$ cat src/rtl/uart_tx_frame.sv
// ============================================================================
// Module      : uart_tx_frame
// Description : UART transmitter. Serialises one word per handshake, LSB
//               first, as start / data / optional parity / stop, with each
//               bit held for `prescale` clk cycles. Define UART_TX_STOP2_EN
//               to add the stop2 input (two stop bits when set).
// Revision    : 1.0 - initial release
// ============================================================================
`default_nettype none

module uart_tx_frame #(
  parameter int DATA_WIDTH     = 8,
  parameter int PRESCALE_WIDTH = 6
) (
  input  logic                      clk,
  input  logic                      rst,
  input  logic [DATA_WIDTH-1:0]     p_data,
  input  logic                      data_valid,
  input  logic                      par_en,
  input  logic                      par_typ,
  input  logic [PRESCALE_WIDTH-1:0] prescale,
`ifdef UART_TX_STOP2_EN
  input  logic                      stop2,
`endif
  output logic                      tx_out,
  output logic                      busy
);

  localparam int c_bit_w = (DATA_WIDTH > 1) ? $clog2(DATA_WIDTH) : 1;
  localparam logic [c_bit_w-1:0]        c_last_bit = c_bit_w'(DATA_WIDTH - 1);
  localparam logic [c_bit_w-1:0]        c_bit_one  = c_bit_w'(1);
  localparam logic [PRESCALE_WIDTH-1:0] c_cnt_one  = PRESCALE_WIDTH'(1);

  typedef enum logic [2:0] {
    ST_IDLE   = 3'd0,
    ST_START  = 3'd1,
    ST_DATA   = 3'd2,
    ST_PARITY = 3'd3,
    ST_STOP   = 3'd4
  } state_t;

  state_t                    r_state;
  logic [PRESCALE_WIDTH-1:0] r_cnt;
  logic [PRESCALE_WIDTH-1:0] r_prescale;
  logic [c_bit_w-1:0]        r_bit_idx;
  logic [DATA_WIDTH-1:0]     r_data;
  logic                      r_par_en;
  logic                      r_par_bit;
`ifdef UART_TX_STOP2_EN
  logic                      r_stop2;
  logic                      r_stop_second;
`endif

  logic w_bit_end;

  // The edge counter runs 1..P, so a bit closes on the edge where it hits P.
  assign w_bit_end = (r_cnt == r_prescale);

  always_ff @(posedge clk or negedge rst) begin
    if (!rst) begin
      r_state       <= ST_IDLE;
      tx_out        <= 1'b1;
      busy          <= 1'b0;
      r_cnt         <= '0;
      r_prescale    <= '0;
      r_bit_idx     <= '0;
      r_data        <= '0;
      r_par_en      <= 1'b0;
      r_par_bit     <= 1'b0;
`ifdef UART_TX_STOP2_EN
      r_stop2       <= 1'b0;
      r_stop_second <= 1'b0;
`endif
    end else begin
      case (r_state)
        ST_IDLE: begin
          if (data_valid && (prescale != '0)) begin
            r_data     <= p_data;
            r_par_en   <= par_en;
            r_par_bit  <= (^p_data) ^ par_typ;
            r_prescale <= prescale;
`ifdef UART_TX_STOP2_EN
            r_stop2       <= stop2;
            r_stop_second <= 1'b0;
`endif
            r_cnt      <= c_cnt_one;
            r_bit_idx  <= '0;
            tx_out     <= 1'b0;
            busy       <= 1'b1;
            r_state    <= ST_START;
          end
        end

        ST_START: begin
          if (w_bit_end) begin
            r_cnt   <= c_cnt_one;
            tx_out  <= r_data[0];
            r_state <= ST_DATA;
          end else begin
            r_cnt <= r_cnt + c_cnt_one;
          end
        end

        ST_DATA: begin
          if (w_bit_end) begin
            r_cnt <= c_cnt_one;
            if (r_bit_idx == c_last_bit) begin
              if (r_par_en) begin
                tx_out  <= r_par_bit;
                r_state <= ST_PARITY;
              end else begin
                tx_out  <= 1'b1;
                r_state <= ST_STOP;
              end
            end else begin
              // Shift so the next bit to send is always at r_data[0].
              r_bit_idx <= r_bit_idx + c_bit_one;
              r_data    <= r_data >> 1;
              tx_out    <= r_data[1];
            end
          end else begin
            r_cnt <= r_cnt + c_cnt_one;
          end
        end

        ST_PARITY: begin
          if (w_bit_end) begin
            r_cnt   <= c_cnt_one;
            tx_out  <= 1'b1;
            r_state <= ST_STOP;
          end else begin
            r_cnt <= r_cnt + c_cnt_one;
          end
        end

        ST_STOP: begin
          if (w_bit_end) begin
`ifdef UART_TX_STOP2_EN
            if (r_stop2 && !r_stop_second) begin
              r_stop_second <= 1'b1;
              r_cnt         <= c_cnt_one;
            end else begin
              r_cnt   <= '0;
              busy    <= 1'b0;
              r_state <= ST_IDLE;
            end
`else
            r_cnt   <= '0;
            busy    <= 1'b0;
            r_state <= ST_IDLE;
`endif
          end else begin
            r_cnt <= r_cnt + c_cnt_one;
          end
        end

        default: begin
          tx_out  <= 1'b1;
          busy    <= 1'b0;
          r_cnt   <= '0;
          r_state <= ST_IDLE;
        end
      endcase
    end
  end

endmodule

`default_nettype wire

$ cat config.mk
export PLATFORM = sky130hd
export DESIGN_NAME = uart_tx_frame
export DESIGN_NICKNAME = d
export VERILOG_FILES = /design/src/rtl/uart_tx_frame.sv
export SDC_FILE = /design/constraint.sdc
export NUM_CORES = 1
export LEC_CHECK = 0
export CORE_MARGIN = 2
export CORE_UTILIZATION = 55
export CTS_CLUSTER_SIZE = 30
export DETAILED_ROUTE_END_ITERATION = 12
export PLACE_DENSITY = 0.79
export SETUP_SLACK_MARGIN = 0.3
export SKIP_CTS_REPAIR_TIMING = 1
export SLEW_MARGIN = 5
export SYNTH_ARGS = -nofsm -noshare
export SYNTH_HDL_FRONTEND = slang
export SYNTH_SLANG_ARGS = --single-unit
$ cat constraint.sdc
create_clock -name clk -period 3.78 [get_ports clk]
set_input_delay 0.756 -clock clk [delete_from_list [all_inputs] [get_ports clk]]
set_output_delay 0.756 -clock clk [all_outputs]
set_load 0.02 [all_outputs]
==> results of run 1 <==
[logic make-up (layout without fill, tap and decap cells)]
group / after synthesis / count (layout) / share of synthesized area
mux: 25 / 25 / 0.169
simple gates: 34 / 34 / 0.116
fa+ha+maj: 3 / 3 / 0.0229
buf+inv: 11 / 35 / 0.0305
xor+xnor: 15 / 15 / 0.0801
compound gates: 28 / 28 / 0.124
flops: 30 / 30 / 0.458
[area by class of cell]
type / instances / share of cell area
sequential: 30 / 0.392
clock buffer: 8 / 0.0307
tap: 31 / 0.0202
timing repair buffer: 21 / 0.108
multi-input combinational: 105 / 0.437
inverter: 6 / 0.0117
[sequential cells by signal (all words and copies together) (netlist names)]
name        cells
busy            1
r_bit_idx       3
r_cnt           6
r_data          8
r_par_bit       1
r_par_en        1
r_prescale      6
r_state         3
tx_out          1
[routing by layer]
layer  wire length, um  track usage
met1              1290        0.238
met2              1670        0.382
met4                71        0.120
met5                 0            0
met3               163       0.0484
[worst register-to-register path: stages, from the launching register on]
cell and delay (ns):
dfrtp_1 0.45, xor2_1 0.19, nor4_2 0.38, nand2_1 0.24
o31ai_2 0.91, mux2_2 0.42
[layout by cell type, fill, tap and decap left out, types with 6 or more instances in the layout]
cell	count
inv_1	6
clkdlybuf4s50_1	20
xor2_1	7
mux2_1	7
xnor2_1	8
nor2_1	7
mux2_2	14
o21ai_0	6
dfrtp_1	29
nand2_1	10
[worst max-delay path by stage]
stage,from,depth (start not counted),endpoint,slack [ns]
2_1_floorplan,prescale[1],5,r_cnt[0],1.41
4_1_cts,prescale[1],6,r_data[1],1.04
6_report,prescale[1],6,r_data[1],1.04
3_5_place_dp,prescale[1],6,r_data[1],0.69
5_1_grt,prescale[1],6,r_data[1],0.96
3_3_place_gp,prescale[1],6,r_data[6],0.75
[power by group]
part / total [W] / internal, W / switching [W] / leakage, nW
registers: 0.000608 / 0.000473 / 0.000136 / 0.360
clock network: 0.000201 / 0.0000916 / 0.000110 / 0.0326
logic: 0.000495 / 0.000267 / 0.000228 / 0.404
[through the flow]
step | total power [W] | cells | worst slack (ns)
final | 0.00130 | 201 | 1.04
after global routing | 0.00142 | 201 | 0.959
after CTS | 0.00131 | 201 | 1.04
after detailed placement | 0.00111 | 193 | 0.689
after global placement | 0.00108 | 193 | 0.753
after floorplan | 0.000970 | 146 | 1.41
==> qor.txt, run 1 <==
Initial Util = 0.585
Sequential Area = 752 um^2
Chip Height = 58.6 um
Worst Path Arrival = 2.97 ns
R2r setup slk = 1.10 ns
Detailed Place HPWL = 2360 um
Measured slew at the worst slew-check pin = 1.04 ns
Clock Sinks = 30
Remaining Overflow, GRT = 0
Wire per inst = 15.9 um
Clock Latency Late Sink = 0.34 ns
Multi-input logic area = 838 um^2
Slowest cell delay on critical path = 0.52 ns
Final setup fails = 0
Worst vdd ir = 375 uV
Post-synthesis sequential area ratio = 0.458
RSZ-0062 raised after global routing = false
Post-synth top area share = 0.442
Tcrit/Tclk final = 0.725
Clock Tree Buf Depth = 2
CTS clk-pin slew, worst paths = 0.09 ns
Worst Hold Path Cells = 1
Antenna violations before repair = 0
Max_cap viols = 0
Placed Area = 0.00186 mm^2
Final Slew Violations = 0
Die area = 0.00344 mm^2
Async SR Flop Fraction = 1.00
CP bufs+invs = 1
Status = finished, final reports clean
EDFF count, synth = 0
Pin count of the biggest net entering global routing = 31
Pwr Density = 680 mW/mm^2
Most frequent cells after synthesis = dfrtp_1, mux2_2, nand2_1
Vias in the first global route = 1,261
Hold_sp = r_data[2]
DRT iter0 DRCs = 55
Unique masters post-synth = 40
Chip width = 58.6 um
Slew HR = 0.302
Delay-heaviest family, CP = simple AND/OR/NAND/NOR gates
Synth warnings = 0
Largest area contributor in the netlist = dfrtp_1
CP Max Fanout = 12
Setup CP Type = in2reg
Final nets = 191
Hold crit path type = reg2reg
GRT Total Usage = 0.216
Routed WL = 3190 um
# diodes = 0
H-Tree Depth = 2
Worst r2r dst = r_bit_idx[0]
TritonCTS clock tree = built
Core area = 0.00281 mm^2
Pre-Repair DR Iteration Count = 4
Synth Cell Area = 0.00164 mm^2
Syn nets = 168
Vias = 1,173
Worst Hold Margin = 0.496 ns
Avg Cell Area, Syn = 11.2 um^2
Reg2Reg Launch Point = r_cnt[2]
# rows = 19
Layout Utilization = 0.684
Setup crit end kind = register
Final Hold Viols = 0
Number of remaining DRC errors = 0
Number of port buffers = 20
Max Clock Skew = 0.00699 ns
Top achievable clock speed = 365 MHz
Slowest CP cell = or4_1
R2r worst-path depth = 5
Count leader, synth = dfrtp_1
Period minus WS final = 2.74 ns
Boundary Pins = 21
CP Launch Type = primary input
Design area = 0.00192 mm^2
CP cell instances = clkdlybuf4s50_1 -> or4_1 -> o31a_1 -> nand3_2 -> o31ai_2 -> mux2_1
TNS Setup = 0 ns
Leakage = 0.797 nW
CTS Buf Count = 5
GPL Wtd Cong = 0.855
Antenna viol nets, final = 0
Layout cell share with drive strength beyond 1 = 0.165
Seq cells post-synth = 30
Mapped Cells = 146
Hold endpoint = r_data[2]
Root buffer selected by CTS = clkbuf_4
Fillers = 219
Critical Path RT = 4.01 ns
Vias per cell = 5.84
Global-route wire length before repair = 5440 um
Most used DFF post-synth = dfrtp_1
Area delta synth->final = 16.9%
Top cells by area, synth = dfrtp_1, mux2_2, mux2_1
(Power assumes the default switching activity.)
==> run 2: changes to the inputs <==
--- a/config.mk
+++ b/config.mk
@@ -6,10 +6,10 @@
 export NUM_CORES = 1
 export LEC_CHECK = 0
 export CORE_MARGIN = 2
-export CORE_UTILIZATION = 55
+export CORE_UTILIZATION = 49
 export CTS_CLUSTER_SIZE = 30
 export DETAILED_ROUTE_END_ITERATION = 12
-export PLACE_DENSITY = 0.79
+export PLACE_DENSITY = 0.75
 export SETUP_SLACK_MARGIN = 0.3
 export SKIP_CTS_REPAIR_TIMING = 1
 export SLEW_MARGIN = 5
==> constraint.sdc (replaced) <==
create_clock -name clk -period 2.4 [get_ports clk]
set_input_delay 0.48 -clock clk [delete_from_list [all_inputs] [get_ports clk]]
set_output_delay 0.48 -clock clk [all_outputs]
set_load 0.02 [all_outputs]
==> run 2 against run 1 <==
Die area rose by 11%; largest power group is now combinational cells; via count up 8.8%; highest routed layer unchanged; clock-buffer cell count fell by 1.
==> qor.txt, run 2 (synthesis gave the netlist of run 1 again) <==
Status = finished, final reports clean (unchanged)
Core area = 0.00328 mm^2 (was 0.00281 mm^2)
Design area = 0.00208 mm^2 (was 0.00192 mm^2)
Boundary Pins = 21 (unchanged)
Worst vdd ir = 493 uV (was 375 uV)
Initial Util = 0.499 (was 0.585)
DRT iter0 DRCs = 82 (was 55)
Clock Latency Late Sink = 0.32 ns (was 0.34 ns)
TritonCTS clock tree = built (unchanged)
Final Slew Violations = 0 (unchanged)
Setup CP Type = in2reg (unchanged)
Vias in the first global route = 1,221 (was 1,261)
H-Tree Depth = 2 (unchanged)
Chip Height = 61.9 um (was 58.6 um)
Number of remaining DRC errors = 0 (unchanged)
CP Launch Type = primary input (unchanged)
R2r worst-path depth = 6 (was 5)
Global-route wire length before repair = 5290 um (was 5440 um)
RSZ-0062 raised after global routing = false (unchanged)
Measured slew at the worst slew-check pin = 0.663 ns (was 1.04 ns)
Fillers = 278 (was 219)
Pre-Repair DR Iteration Count = 4 (unchanged)
Layout Utilization = 0.635 (was 0.684)
Most common cell after layout, fill and taps aside = dfrtp_1 (unchanged)
CTS clk-pin slew, worst paths = 0.09 ns (about the same)
Routed WL = 3330 um (was 3190 um)
Reg2Reg Launch Point = r_cnt[1] (was r_cnt[2])
# rows = 21 (was 19)
Root buffer selected by CTS = clkbuf_4 (unchanged)
Biggest regs = r_data x8, r_cnt x6, r_prescale x6 (unchanged)
Final setup fails = 0 (unchanged)
Hold_sp = prescale[1] (was r_data[2])
Clock Tree Buf Depth = 2 (unchanged)
# diodes = 0 (unchanged)
Hold crit path type = in2reg (was reg2reg)
Chip width = 61.9 um (was 58.6 um)
Leakage = 0.901 nW (was 0.797 nW)
Max Clock Skew = 0.0107 ns (was 0.00699 ns)
Biggest register = r_data (unchanged)
Tcrit/Tclk final = 0.870
Period minus WS final = 2.09 ns
Max FFs per register = 8 (unchanged)
Placed Area = 0.00198 mm^2 (was 0.00186 mm^2)
Max_cap viols = 0 (unchanged)
Remaining Overflow, GRT = 0 (unchanged)
Worst slack, placed = -0.164 ns (was 0.689 ns)
Final Hold Viols = 0 (unchanged)
Vias = 1,276 (was 1,173)
Worst Path Arrival = 2.29 ns (was 2.97 ns)
Wire per inst = 14.4 um (was 15.9 um)
Antenna violations before repair = 0 (unchanged)
Top achievable clock speed = 479 MHz
Number of port buffers = 20 (unchanged)
Antenna viol nets, final = 0 (unchanged)
TNS Setup = 0 ns (unchanged)
Final nets = 207 (was 191)
Vias per cell = 5.52 (was 5.84)
Setup crit end kind = register (unchanged)
Slew HR = 0.558 (was 0.302)
Clock Sinks = 30 (unchanged)
Setup ws final = 0.311 ns (was 1.04 ns)
CP Max Fanout = 4 (was 12)
Die area = 0.00383 mm^2 (was 0.00344 mm^2)
Hold endpoint = r_prescale[1] (was r_data[2])
Most frequent cells in the layout = dfrtp_1, clkdlybuf4s50_1, buf_4 (was dfrtp_1, clkdlybuf4s50_1, mux2_2)
Critical Path RT = 2.61 ns (was 4.01 ns)
GPL Wtd Cong = 0.876 (was 0.855)
Area delta synth->final = 27.1% (was 16.9%)
Layout cell share with drive strength beyond 1 = 0.243 (was 0.165)
CTS Buf Count = 5 (unchanged)
Detailed Place HPWL = 2530 um (was 2360 um)
Worst r2r dst = r_data[6] (was r_bit_idx[0])
R2r setup slk = 0.43 ns (was 1.10 ns)
Worst Hold Path Cells = 2 (was 1)
Pin count of the biggest net entering global routing = 31 (unchanged)
Pwr Density = 1030 mW/mm^2 (was 680 mW/mm^2)
GRT Total Usage = 0.190 (was 0.216)
==> run 2: changes by cell type in the layout (fill, tap and decap cells not counted), sizes merged <==
cell,delta
dlymetal6s2s,+3
clkdlybuf4s50,-4
buf,+16
==> run 2: per-stage QoR <==
step	hold slack, ns	total power, W	std cells
6_report	0.403	0.00214	231
5_1_grt	0.396	0.00231	231
4_1_cts	0.496	0.00212	228
3_5_place_dp	0.477	0.00184	221
3_3_place_gp	0.463	0.00177	221
2_1_floorplan	0.184	0.00153	146
==> run 2: worst max-delay path by stage <==
stage               cells after the start            to  slack (ns)        start
floorplan                               5      r_cnt[0]        0.30  prescale[1]
global placement                        6      r_cnt[0]       -0.11  prescale[1]
detailed placement                      6      r_cnt[0]       -0.16  prescale[0]
CTS                                     6  r_bit_idx[2]       -0.03     r_cnt[1]
global route                            6      r_cnt[0]        0.30  prescale[3]
finish                                  6      r_cnt[0]        0.31  prescale[3]
==> run 2: worst max-delay path: stages <==
cell and delay [ns]:
dlymetal6s2s_1 0.13, or4_1 0.50, o31a_1 0.33, or4_4 0.57, o22ai_2 0.19, o32ai_2 0.09
==> run 2: final cells by class <==
cell class,count,area [um^2],area share
Sequential cell,30,752,0.361
Tap cell,46,57.6,0.0276
Inverter,6,22.5,0.0108
Multi-Input combinational cell,105,865,0.415
Clock buffer,7,45.0,0.0216
Timing Repair Buffer,37,343,0.164
==> run 2: where the power goes <==
| part | total (W) | internal (W) | switching, W |
|---|---|---|---|
| Combinational | 0.000948 | 0.000502 | 0.000446 |
| Sequential | 0.000919 | 0.000746 | 0.000173 |
| Clock | 0.000271 | 0.000110 | 0.000161 |
| Total | 0.00214 | 0.00136 | 0.000780 |
==> run 2: per-layer routing <==
layer | vias to the layer above | global-route usage | share of wire
met1 | 636 | 0.228 | 0.40
met3 | 6 | 0.0580 | 0.041
met5 | - | 0 | 0
met4 | 0 | 0.0517 | 0.0081
met2 | 31 | 0.332 | 0.55
li1 | 603 | - | -
